**src/rtl/wb_uart_tx.sv**
```systemverilog
// rtl/wb_uart_tx.sv - Wishbone-slave 8N1 UART transmitter with TX FIFO and transmit-complete interrupt
module wb_uart_tx #(
    parameter logic [31:0] BASE_ADR    = 32'h3000_0000,
    parameter int          DEPTH       = 8,
    parameter logic [15:0] DEFAULT_DIV = 16'd868
) (
    input  logic        wb_clk_i,
    input  logic        wb_rstn_i,
    input  logic        wbs_cyc_i,
    input  logic        wbs_stb_i,
    input  logic        wbs_we_i,
    input  logic [3:0]  wbs_sel_i,
    input  logic [31:0] wbs_adr_i,
    input  logic [31:0] wbs_dat_i,
    output logic        wbs_ack_o,
    output logic [31:0] wbs_dat_o,
    output logic        tx_o,
    output logic        tx_oeb_o,
    output logic        irq_o
);
    localparam int AW = $clog2(DEPTH);
    localparam logic [AW:0] FULL_LEVEL = DEPTH[AW:0];
    localparam logic [AW:0] ONE_LEVEL  = {{AW{1'b0}}, 1'b1};

    typedef enum logic [1:0] {IDLE, START, DATA, STOP} state_t;

    logic [7:0]    mem [DEPTH];
    logic [AW-1:0] wr_ptr;
    logic [AW-1:0] rd_ptr;
    logic [AW:0]   count;
    logic          overflow;
    logic [15:0]   div;
    logic          ctrl_en;
    logic          ctrl_irq_en;

    state_t        state;
    logic [15:0]   bitdiv;
    logic [15:0]   baud_cnt;
    logic [2:0]    bit_idx;
    logic [7:0]    shreg;

    logic          wb_sel;
    logic          wr_en;
    logic [1:0]    reg_idx;
    logic          empty;
    logic          full;
    logic          push_req;
    logic          push_ok;
    logic          pop;
    logic          frame_end;
    logic [15:0]   div_next;
    logic [31:0]   rd_data;
    logic          unused_ok;

    assign unused_ok = &{1'b0, wbs_adr_i[1:0], wbs_dat_i[31:16], wbs_sel_i[3:2]};

    // The !ack term keeps a request held through its ack cycle from being acked twice.
    assign wb_sel  = wbs_cyc_i & wbs_stb_i & (wbs_adr_i[31:4] == BASE_ADR[31:4]) & ~wbs_ack_o;
    assign wr_en   = wb_sel & wbs_we_i;
    assign reg_idx = wbs_adr_i[3:2];

    assign empty     = (count == '0);
    assign full      = (count == FULL_LEVEL);
    assign push_req  = wr_en & (reg_idx == 2'd0) & wbs_sel_i[0];
    assign frame_end = (baud_cnt == bitdiv - 16'd1);
    assign pop       = ctrl_en & ~empty & ((state == IDLE) | ((state == STOP) & frame_end));
    assign push_ok   = push_req & (~full | pop);

    assign div_next = {wbs_sel_i[1] ? wbs_dat_i[15:8] : div[15:8],
                       wbs_sel_i[0] ? wbs_dat_i[7:0]  : div[7:0]};

    assign tx_oeb_o = ~ctrl_en;

    always_comb begin
        rd_data = '0;
        case (reg_idx)
            2'd1: begin
                rd_data[0]          = (state != IDLE);
                rd_data[1]          = full;
                rd_data[2]          = empty;
                rd_data[3]          = overflow;
                rd_data[8 +: AW+1]  = count;
            end
            2'd2:    rd_data[15:0] = div;
            2'd3:    rd_data[1:0]  = {ctrl_irq_en, ctrl_en};
            default: rd_data       = '0;
        endcase
    end

    always_ff @(posedge wb_clk_i) begin
        if (!wb_rstn_i) begin
            wbs_ack_o   <= 1'b0;
            wbs_dat_o   <= '0;
            overflow    <= 1'b0;
            div         <= DEFAULT_DIV;
            ctrl_en     <= 1'b0;
            ctrl_irq_en <= 1'b0;
        end else begin
            wbs_ack_o <= wb_sel;
            wbs_dat_o <= (wb_sel & ~wbs_we_i) ? rd_data : '0;
            if (push_req & full & ~pop) begin
                overflow <= 1'b1;
            end else if (wr_en & (reg_idx == 2'd1) & wbs_sel_i[0] & wbs_dat_i[3]) begin
                overflow <= 1'b0;
            end
            if (wr_en & (reg_idx == 2'd2)) begin
                div <= (div_next == 16'd0) ? 16'd1 : div_next;
            end
            if (wr_en & (reg_idx == 2'd3) & wbs_sel_i[0]) begin
                ctrl_en     <= wbs_dat_i[0];
                ctrl_irq_en <= wbs_dat_i[1];
            end
        end
    end

    always_ff @(posedge wb_clk_i) begin
        if (push_ok) begin
            mem[wr_ptr] <= wbs_dat_i[7:0];
        end
    end

    // When full, a simultaneous pop frees the slot the push lands in, so the level stays put.
    always_ff @(posedge wb_clk_i) begin
        if (!wb_rstn_i) begin
            wr_ptr <= '0;
            rd_ptr <= '0;
            count  <= '0;
        end else begin
            if (push_ok) begin
                wr_ptr <= wr_ptr + 1'b1;
            end
            if (pop) begin
                rd_ptr <= rd_ptr + 1'b1;
            end
            case ({push_ok, pop})
                2'b10:   count <= count + ONE_LEVEL;
                2'b01:   count <= count - ONE_LEVEL;
                default: count <= count;
            endcase
        end
    end

    always_ff @(posedge wb_clk_i) begin
        if (!wb_rstn_i) begin
            state    <= IDLE;
            tx_o     <= 1'b1;
            bitdiv   <= DEFAULT_DIV;
            baud_cnt <= '0;
            bit_idx  <= '0;
            shreg    <= '0;
            irq_o    <= 1'b0;
        end else begin
            irq_o <= ctrl_irq_en & empty & (state == IDLE);
            if (pop) begin
                // DIV is latched per frame so a mid-frame write only affects the next frame.
                state    <= START;
                tx_o     <= 1'b0;
                shreg    <= mem[rd_ptr];
                bitdiv   <= div;
                baud_cnt <= '0;
                bit_idx  <= '0;
            end else begin
                case (state)
                    IDLE: begin
                        tx_o     <= 1'b1;
                        baud_cnt <= '0;
                    end
                    START: begin
                        if (frame_end) begin
                            state    <= DATA;
                            tx_o     <= shreg[0];
                            baud_cnt <= '0;
                            bit_idx  <= '0;
                        end else begin
                            baud_cnt <= baud_cnt + 16'd1;
                        end
                    end
                    DATA: begin
                        if (frame_end) begin
                            baud_cnt <= '0;
                            if (bit_idx == 3'd7) begin
                                state <= STOP;
                                tx_o  <= 1'b1;
                            end else begin
                                bit_idx <= bit_idx + 3'd1;
                                shreg   <= shreg >> 1;
                                tx_o    <= shreg[1];
                            end
                        end else begin
                            baud_cnt <= baud_cnt + 16'd1;
                        end
                    end
                    STOP: begin
                        if (frame_end) begin
                            state    <= IDLE;
                            tx_o     <= 1'b1;
                            baud_cnt <= '0;
                        end else begin
                            baud_cnt <= baud_cnt + 16'd1;
                        end
                    end
                    default: begin
                        state <= IDLE;
                        tx_o  <= 1'b1;
                    end
                endcase
            end
        end
    end

endmodule

```
**config.mk**
```make
export PLATFORM = sky130hd
export DESIGN_NAME = wb_uart_tx
export DESIGN_NICKNAME = d
export VERILOG_FILES = /design/src/rtl/wb_uart_tx.sv
export SDC_FILE = /design/constraint.sdc
export NUM_CORES = 1
export LEC_CHECK = 0
export BUFFER_PORTS_ARGS = -buffer_cell sky130_fd_sc_hd__buf_2
export CAP_MARGIN = 20
export CORE_UTILIZATION = 40
export DETAILED_ROUTE_END_ITERATION = 6
export GPL_TIMING_DRIVEN = 0
export PLACE_DENSITY = 0.64
export SLEW_MARGIN = 10
export SYNTH_ARGS = -nofsm -noshare
export SYNTH_HDL_FRONTEND = slang
export SYNTH_SLANG_ARGS = --single-unit
```
**constraint.sdc**
```tcl
create_clock -name wb_clk_i -period 7.41 [get_ports wb_clk_i]
set_input_delay 1.1115 -clock wb_clk_i [delete_from_list [all_inputs] [get_ports wb_clk_i]]
set_output_delay 1.1115 -clock wb_clk_i [all_outputs]
set_load 0.02 [all_outputs]
```
# Word-level counts from Yosys, hierarchy flattened
# Memory sizes are Yosys's and may differ from the RTL's. A register that Yosys moved wholly into a read port is not among the register bits.
# Index checks and enable logic that the tools add are counted.
[word_totals]
reg_bits = 109
latchBits = 0
ramBits = 64
mem_bits_ro = 0
in_bits = 73
out_inout_bits = 36
elab_cells = 135
n_memories = 1
[classes]
n_addsub = 7
n_mul = 0
div = 0
n_lt_le_gt_ge = 0
eq_ne = 22
shift = 0
n_mux = 35
bitwise = 30
reduce_logical = 21
[mem_list]
columns = ["memory", "depth", "width", "rd", "rd_ports_with_merged_regs", "write_ports", "line_no", "text"]
rows = [
  ["mem", 8, 8, 1, 1, 1, "27", "logic [7:0] mem [DEPTH];"],
]
[ops]
columns = ["op", "count"]
rows = [
  ["8-bit two-way mux", 6],
  ["16-bit two-way mux", 2],
  ["16-bit case mux with 2 select lines", 1],
  ["28-bit by 26-bit equality test with 1-bit output, second input constant", 1],
  ["1-bit AND", 21],
  ["16-bit by 1-bit adder with 16-bit output, second input constant", 1],
  ["16-bit equality test", 1],
  ["16-bit zero test", 1],
  ["4-bit case mux with 2 select lines", 2],
  ["16-bit by 1-bit subtractor with 16-bit output, second input constant", 1],
  ["3-bit two-way mux", 5],
  ["2-bit inequality test, second input constant", 6],
  ["3-bit inequality test, second input constant", 4],
  ["2-bit case mux with 3 select lines", 2],
  ["2-bit nonzero test", 6],
  ["2-bit equality test, second input constant", 5],
  ["1-bit two-way mux", 10],
  ["5-bit AND reduction", 2],
  ["3-bit by 1-bit adder with 3-bit output, second input constant", 3],
  ["3-bit AND reduction", 3],
  ["2-bit two-way mux", 4],
  ["1-bit NOT", 7],
  ["2-bit by 1-bit equality test with 1-bit output, second input constant", 3],
  ["3-bit case mux with 2 select lines", 1],
  ["15 further kinds", 17],
]

# Longest topological paths before layout
# Gate-level depths: netlist of run 1.
[depth]
word_depth = 9
ltp_mapped = 17
mapped_depth_nobuf = 16

# Worst setup path after synthesis of run 1
# Ideal clock, no wire load.
[synth_path]
kind = "register -> register"
startpoint = "register bitdiv[0]"
endpoint = "register count[2]"
setup_time_ps = 71
t_arrival_ps = 3754
required_time_ps = 7339
slack_ps = 3585
stages_incl_launch_ff = 17
path_buffers = 0
path_cell_list = "dfxtp_1 -> inv_1 -> ha_1 -> or4b_4 -> nor4_4 -> xnor2_1 -> or4_1 -> a2111oi_2 -> o21a_2 -> inv_2 -> ha_1 -> xor2_1 -> ha_1 -> a21oi_1 -> xor2_1 -> or3_1 -> a21oi_1"
[synth_between]
elab_chain_len = 9
[synth_lines]
columns = ["element", "line_no", "text"]
rows = [
  ["start, declared", "37", "logic [15:0] bitdiv;"],
  ["start signal, assigned", "159", "bitdiv <= div;"],
  ["16-bit by 1-bit subtractor with 16-bit output *", "65", "assign frame_end = (baud_cnt == bitdiv - 16'd1);"],
  ["16-bit equality test *", "65", ""],
  ["1-bit AND *", "66", "assign pop = ctrl_en & ~empty & ((state == IDLE) | ((state == STOP) & frame_end));"],
  ["1-bit bitwise OR *", "66", ""],
  ["1-bit AND *", "66", ""],
  ["1-bit bitwise OR", "67", "assign push_ok = push_req & (~full | pop);"],
  ["1-bit AND", "67", ""],
  ["2-bit by 1-bit equality test with 1-bit output / 2-bit equality test (equally long branches)", "135", "case ({push_ok, pop})"],
  ["4-bit case mux with 2 select lines / 2-bit nonzero test (equally long branches)", "--", ""],
  ["end signal, assigned", "136", "2'b10: count <= count + ONE_LEVEL;"],
  ["end signal, assigned", "137", "2'b01: count <= count - ONE_LEVEL;"],
  ["end signal, assigned", "138", "default: count <= count;"],
  ["end, declared", "30", "logic [AW:0] count;"],
]
# Mark *: on every way between the ends. The rest lies on a longest branch, timed or not.
# A chain may end at the register's enable or synchronous reset.

# Worst setup path in the final report of run 1
# Ends and elaborated chain as after synthesis.

==> reports/metrics.yaml, run 1 <==
synth_seq_cells: 160
maxCapViolations: 0
crit_type: "reg -> reg"
crit_top_cell: "ha_1"
synth.top_cell.area_share_pct: 26.1
finalClockSkew_ns: 0.0108
clock_latency_ns: 0.43
cp_cell_sequence: "inv_1 > ha_1 > or4b_4 > nor3_1 > a2111oi_0 > or4_1 > a2111oi_2 > o21a_2 > inv_2 > ha_1 > xor2_1 > ha_1 > a21oi_1 > xor2_1 > or3_1 > a21oi_1"
holdPathStages: 2
clkTransAtPathRegs_ns: 0.07
synthTopCellsByArea: "dfxtp_1 (26%), edfxtp_1 (26%), mux4_2 (4.9%)"
layout.area.seq_um2: 3840
cts_resized: 0
fmaxAchievable_ghz: 0.222
ys.flop_type: "dfxtp_1"
setup_violations: 0
synth_area_leader_cell: "dfxtp_1"
ys_types: 67
tns_ns: 0
synth_most_common_cell: "dfxtp_1"
async_flop_share_pct: 0
reg2reg_depth: 16
pwr_density_cell_nw_per_um2: 211
cts_buffers: 17
drt-total-wl_um: 16800
gr-total-overflow: 0
startpoint_type: "flip-flop"
pwr-share-seq_pct: 49.9
area.growth.synth_to_final_pct: 17.9
drc: 0
vias: 5416
pwr-share-clk_pct: 47.1
tritoncts: "yes"
rows: 49
grt_pass1_vias: 4942
die_area_um2: 18900
ant_nets: 0
io_buffer_count: 71
antenna_found_initial: 0
grtUsageTotal_pct: 18.7
end_kind: "flip-flop"
io_pins: 109
drv_slew: 0
synth_warnings: 0
intPower_mw: 1.41
drive_gt1_share_pct: 21.4
grt_max_degree: 17
switching_share_pct: 23.0
design.core.area_um2: 18000
critPathMaxStageDelay_ns: 0.64
grt_pass1_wl_um: 26000
rsz0062_at_grt: "false"
worstPathMaxFanout: 6
worst_pin_slew_ns: 1.01
cp_slowest_cell: "a2111oi_2"
synth_edf_count: 64
vias_per_cell: 5.32
clockRootBuffer: "clkbuf_16"
wire_per_inst_um: 16.5
cp_data_arrival_time_ns: 4.86
comb_power_share_pct: 2.9
ys_seq_area_share_pct: 52.3
period_share_pct: 60.8
fill_cells: 1636
first_pass_iters: 5
cts_buffer_depth: 2
post-cts-setup-buffers: 0
power_mw: 1.83
fin_crit_ns: 4.50
cts.sinks: 160
syn_avg_cell_area_um2: 11.0
final_hold_viol_count: 0
synthCells: 667
dp_hpwl_um: 12200
syn-cell-area_um2: 7350
start_util_pct: 40.9
gp_congestion: 0.856
worst-endpoint-required_ns: 7.77
n_antenna_cell: 0
holdCritPathClass: "reg -> reg"
relSlewSlack_pct: 32.0
ir_drop_v: 0.000168
status: "complete, no violations"
drt_iter0_drc: 481
p_leak_nw: 3.33
hold_buffers: 0
synth_commonest_cells: "dfxtp_1 (96), nor2_1 (68), edfxtp_1 (64)"
final_util_pct: 48.3
die_w_um: 138
htree_levels: 4
fin_nets: 868
die_h_um: 138
switchingPower_mw: 0.421
multi_input_area_um2: 3240
==> placed cells by master, fill, tap and decap left out, types with 4 or more instances in the layout <==
cell type and instances:
dfxtp_1 96, buf_2 73, nor2_1 68, edfxtp_1 64, nand2_1 49, nand3_1 23, a21oi_1 22, inv_1 21
xor2_1 21, mux2i_1 21, buf_4 20, clkbuf_1 19, ha_1 19, nor4_1 18, o21ai_0 18, clkbuf_16 17
and3_1 16, mux4_2 16, conb_1 16, xnor2_1 15, a22oi_1 12, nor3_1 11, or3_1 11, a31oi_1 10
nand4_1 9, mux2_2 7, nor2b_1 6, a221o_1 5, nand2b_1 4, buf_6 4, inv_8 4
==> state kept, by name, summed over array words and instances (netlist names), named ones only <==
| name | count |
|---|---|
| baud_cnt | 16 |
| bit_idx | 3 |
| bitdiv | 16 |
| count | 4 |
| ctrl_en | 1 |
| ctrl_irq_en | 1 |
| div | 16 |
| irq_o | 1 |
| mem | 64 |
| overflow | 1 |
| rd_ptr | 3 |
| shreg | 8 |
| state | 2 |
| tx_o | 1 |
| wbs_ack_o | 1 |
| wbs_dat_o | 16 |
| wr_ptr | 3 |
==> cell families after synthesis <==
family                     after synthesis  synth area share, %
other                                    1               0.0510
adders and majority gates               19                 3.23
xor gates and xnor gates                36                 4.29
DFF                                    160                 52.3
AOI/OAI and AO/OA                      101                 9.56
muxes                                   44                 8.83
and+or+nand+nor                        240                 17.1
buffers and inverters                   66                 4.63
==> worst max-delay path: cells and delay by family (launching register included) <==
kind | cells | cell delay (ns)
compound gates | 5 | 1.37
flops | 1 | 0.38
simple gates | 4 | 1.52
xor+xnor | 2 | 0.26
fa+ha+maj | 3 | 0.71
buf+inv | 2 | 0.18
==> power groups by stage <==
stage / combinational, mW / sequential [mW] / clock (mW)
2_1_floorplan: 0.0259 / 0.933 / 0
5_1_grt: 0.0594 / 0.913 / 0.916
4_1_cts: 0.0535 / 0.913 / 0.873
3_3_place_gp: 0.0528 / 0.933 / 0
3_5_place_dp: 0.0534 / 0.933 / 0
6_report: 0.0536 / 0.913 / 0.862
==> path summary, 6_finish.rpt <==
| path | startpoint | endpoint | slack (ns) |
|---|---|---|---|
| worst max-delay path | bitdiv[0]$_SDFFE_PN0N_ | count[2]$_SDFFE_PN0P_ | 2.91 |
| worst min-delay path | shreg[2]$_SDFFE_PN0P_ | shreg[2]$_SDFFE_PN0P_ | 0.48 |
| worst max register to register | bitdiv[0]$_SDFFE_PN0N_ | count[2]$_SDFFE_PN0P_ | 2.91 |
| worst min register to register | shreg[2]$_SDFFE_PN0P_ | shreg[2]$_SDFFE_PN0P_ | 0.48 |
==> layer usage <==
layer | up-vias | global-route usage, % | wire (µm)
met4 | 0 | 5.13 | 171
met2 | 168 | 29.9 | 8030
met1 | 2590 | 25.1 | 7720
li1 | 2645 | - | -
met3 | 13 | 4.45 | 827
met5 | - | 0 | 0
==> per-stage QoR <==
step	std cells	area [µm²]	hold slack [ns]	setup WS, ns
after floorplan	682	7410	0.449	3.59
after global placement	982	8050	0.460	2.46
after detailed placement	984	8080	0.462	2.95
after CTS	1016	8660	0.476	2.93
after global routing	1018	8670	0.502	2.70
final	1018	8670	0.477	2.91
==> final cells by class <==
type	count	area share, %
Clock buffer	18	4.95
Tap cell	229	3.30
Clock inverter	14	1.72
Sequential cell	160	44.3
Inverter	23	0.996
Timing Repair Buffer	75	4.44
Buffer	43	2.93
Multi-Input combinational cell	456	37.3
Note: power is estimated with default switching activity, not from simulation.
==> run 2: changes to the inputs <==
--- a/config.mk
+++ b/config.mk
@@ -10,7 +10,7 @@
 export CORE_UTILIZATION = 40
 export DETAILED_ROUTE_END_ITERATION = 6
 export GPL_TIMING_DRIVEN = 0
-export PLACE_DENSITY = 0.64
+export PLACE_DENSITY = 0.67
 export SLEW_MARGIN = 10
 export SYNTH_ARGS = -nofsm -noshare
 export SYNTH_HDL_FRONTEND = slang
==> constraint.sdc (replaced) <==
create_clock -name wb_clk_i -period 4 [get_ports wb_clk_i]
set_input_delay 0.6 -clock wb_clk_i [delete_from_list [all_inputs] [get_ports wb_clk_i]]
set_output_delay 0.6 -clock wb_clk_i [all_outputs]
set_load 0.02 [all_outputs]
==> run 2 against run 1 <==
Compared with the run above:
- combinational power increased by 85%
- core utilization increased by 0.85 points
- non-clock buffer count is 1 higher
- global-route usage fell by 0.57 points
- worst hold slack got worse by 0.061 ns
- critical path type unchanged
- largest power group unchanged
==> reports/metrics.yaml, run 2 (synthesis results as in run 1) <==
largest-register: "mem"
worst_hold_slack_ns: 0.416
reg2reg_depth: 11
drive_gt1_share_pct: 23.2
layout_commonest_cell: "dfxtp_1"
critPathBufInv: 3
clkTransAtPathRegs_ns: 0.07
worst-endpoint-required_ns: 4.04
period_share_pct: 95.4
clockRootBuffer: "clkbuf_16"
r2r_start: "bitdiv[1]$_SDFFE_PN0N_"
antenna_found_initial: 0
pwr-share-seq_pct: 48.7
final_cell_mix: "dfxtp_1 (95), buf_2 (75), nor2_1 (68), edfxtp_1 (64), nand2_1 (49)"
p_leak_nw: 3.37
tns_ns: 0
intPower_mw: 2.68
holdCritPathClass: "in -> reg"
fin_crit_ns: 3.81
die_w_um: 138
dp_hpwl_um: 12000
rows: 49
cp_data_arrival_time_ns: 3.85
rsz0062_at_grt: "true"
n_antenna_cell: 0
vias: 5455
place_area_um2: 8080
clock_latency_ns: 0.42
pwr-share-clk_pct: 48.4
ir_drop_v: 0.000284
setup_violations: 0
hold_buffers: 0
gp_congestion: 0.905
fill_cells: 1562
drv_slew: 0
dp.cells: 984
end_kind: "flip-flop"
cp_slowest_cell: "nor4b_2"
wire_per_inst_um: 16.2
crit_start: "bitdiv[1]$_SDFFE_PN0N_"
design.core.area_um2: 18000
cts.sinks: 160
io_buffer_count: 71
fin_nets: 869
vias_per_cell: 5.35
startpoint_type: "flip-flop"
area.growth.synth_to_final_pct: 20.0
ant_nets: 0
pwr_density_cell_nw_per_um2: 394
relSlewSlack_pct: 25.5
cp_cell_sequence: "inv_1 > ha_4 > or4b_4 > nor4_4 > xnor2_1 > or4_4 > a2111oi_4 > buf_4 > o21a_4 > inv_4 > nor4b_2"
power_mw: 3.47
htree_levels: 4
critPathMaxStageDelay_ns: 0.91
maxCapViolations: 0
worst_pin_slew_ns: 1.12
finalClockSkew_ns: 0.00937
grt_max_degree: 18
comb_power_share_pct: 2.9
grtUsageTotal_pct: 18.1
r2r_slack_ns: 0.19
die_area_um2: 18900
switching_share_pct: 22.7
instances_no_fill: 1019
cts_buffers: 17
cts_buffer_depth: 2
drt-total-wl_um: 16500
worstPathMaxFanout: 8
final_cell_area_um2: 8820
largest_register_ffs: 64
status: "complete, no violations"
first_pass_iters: 6
gr-total-overflow: 0
die_h_um: 138
crit_type: "reg -> reg"
grt_pass1_vias: 4966
drt_iter0_drc: 390
grt_pass1_wl_um: 25700
path_delay_family: "simple AND/OR/NAND/NOR gates"
crit_cells: 11
cp-endpoint: "mem[5][1]$_DFFE_PP_"
timing.rr.end: "mem[5][1]$_DFFE_PP_"
io_pins: 109
drc: 0
start_util_pct: 40.9
tritoncts: "yes"
switchingPower_mw: 0.788
final_hold_viol_count: 0
fmaxAchievable_ghz: 0.262
## run 2: power groups by stage
| stage | clock network [mW] | logic (mW) | registers, mW |
|---|---|---|---|
| 2_1_floorplan | 0 | 0.0479 | 1.73 |
| 3_3_place_gp | 0 | 0.0987 | 1.73 |
| 3_5_place_dp | 0 | 0.0990 | 1.73 |
| 4_1_cts | 1.70 | 0.0991 | 1.69 |
| 5_1_grt | 1.77 | 0.108 | 1.69 |
| 6_report | 1.68 | 0.0991 | 1.69 |
## run 2: cell type report
| class | instances | area, µm² | area share [%] |
|---|---|---|---|
| Sequential cell | 160 | 3840 | 43.6 |
| Multi-Input combinational cell | 456 | 3330 | 37.8 |
| Clock buffer | 17 | 425 | 4.82 |
| Timing Repair Buffer | 76 | 390 | 4.42 |
| Tap cell | 229 | 287 | 3.25 |
| Buffer | 43 | 255 | 2.89 |
| Clock inverter | 15 | 194 | 2.20 |
| Inverter | 23 | 92.6 | 1.05 |
## run 2: how the worst min path moves through the flow
stage                             to  slack [ns]                   from  depth (start not counted)
3_5_place_dp   shreg[1]$_SDFFE_PN0P_        0.46  shreg[2]$_SDFFE_PN0P_                          2
6_report         div[9]$_SDFFE_PN1P_        0.42           wbs_dat_i[9]                          2
2_1_floorplan  shreg[0]$_SDFFE_PN0P_        0.45  shreg[0]$_SDFFE_PN0P_                          2
3_3_place_gp   shreg[5]$_SDFFE_PN0P_        0.46  shreg[6]$_SDFFE_PN0P_                          2
5_1_grt          div[8]$_SDFFE_PN1P_        0.43           wbs_dat_i[8]                          2
4_1_cts          div[9]$_SDFFE_PN1P_        0.41           wbs_dat_i[9]                          2
## run 2: what timing repair did
action,CTS,global route
buffers inserted,3,0
pin swaps,2,1
gates resized for setup,8,14
cloned,0,0
setup endpoints to repair,56,31
## run 2: layer usage
metal | global-route usage, % | wire [µm] | share of wire, %
met3 | 3.20 | 810 | 4.9
met1 | 24.4 | 7470 | 45
met4 | 6.96 | 359 | 2.2
met5 | 0 | 0 | 0
met2 | 28.9 | 7840 | 48
## run 2: stage by stage
stage	utilization (%)	setup WS (ns)
after floorplan	-	0.175
after detailed placement	45.0	-0.430
final	49.1	0.186
after global placement	44.8	-0.868
after global routing	49.1	-0.00964
after CTS	48.8	-0.00331
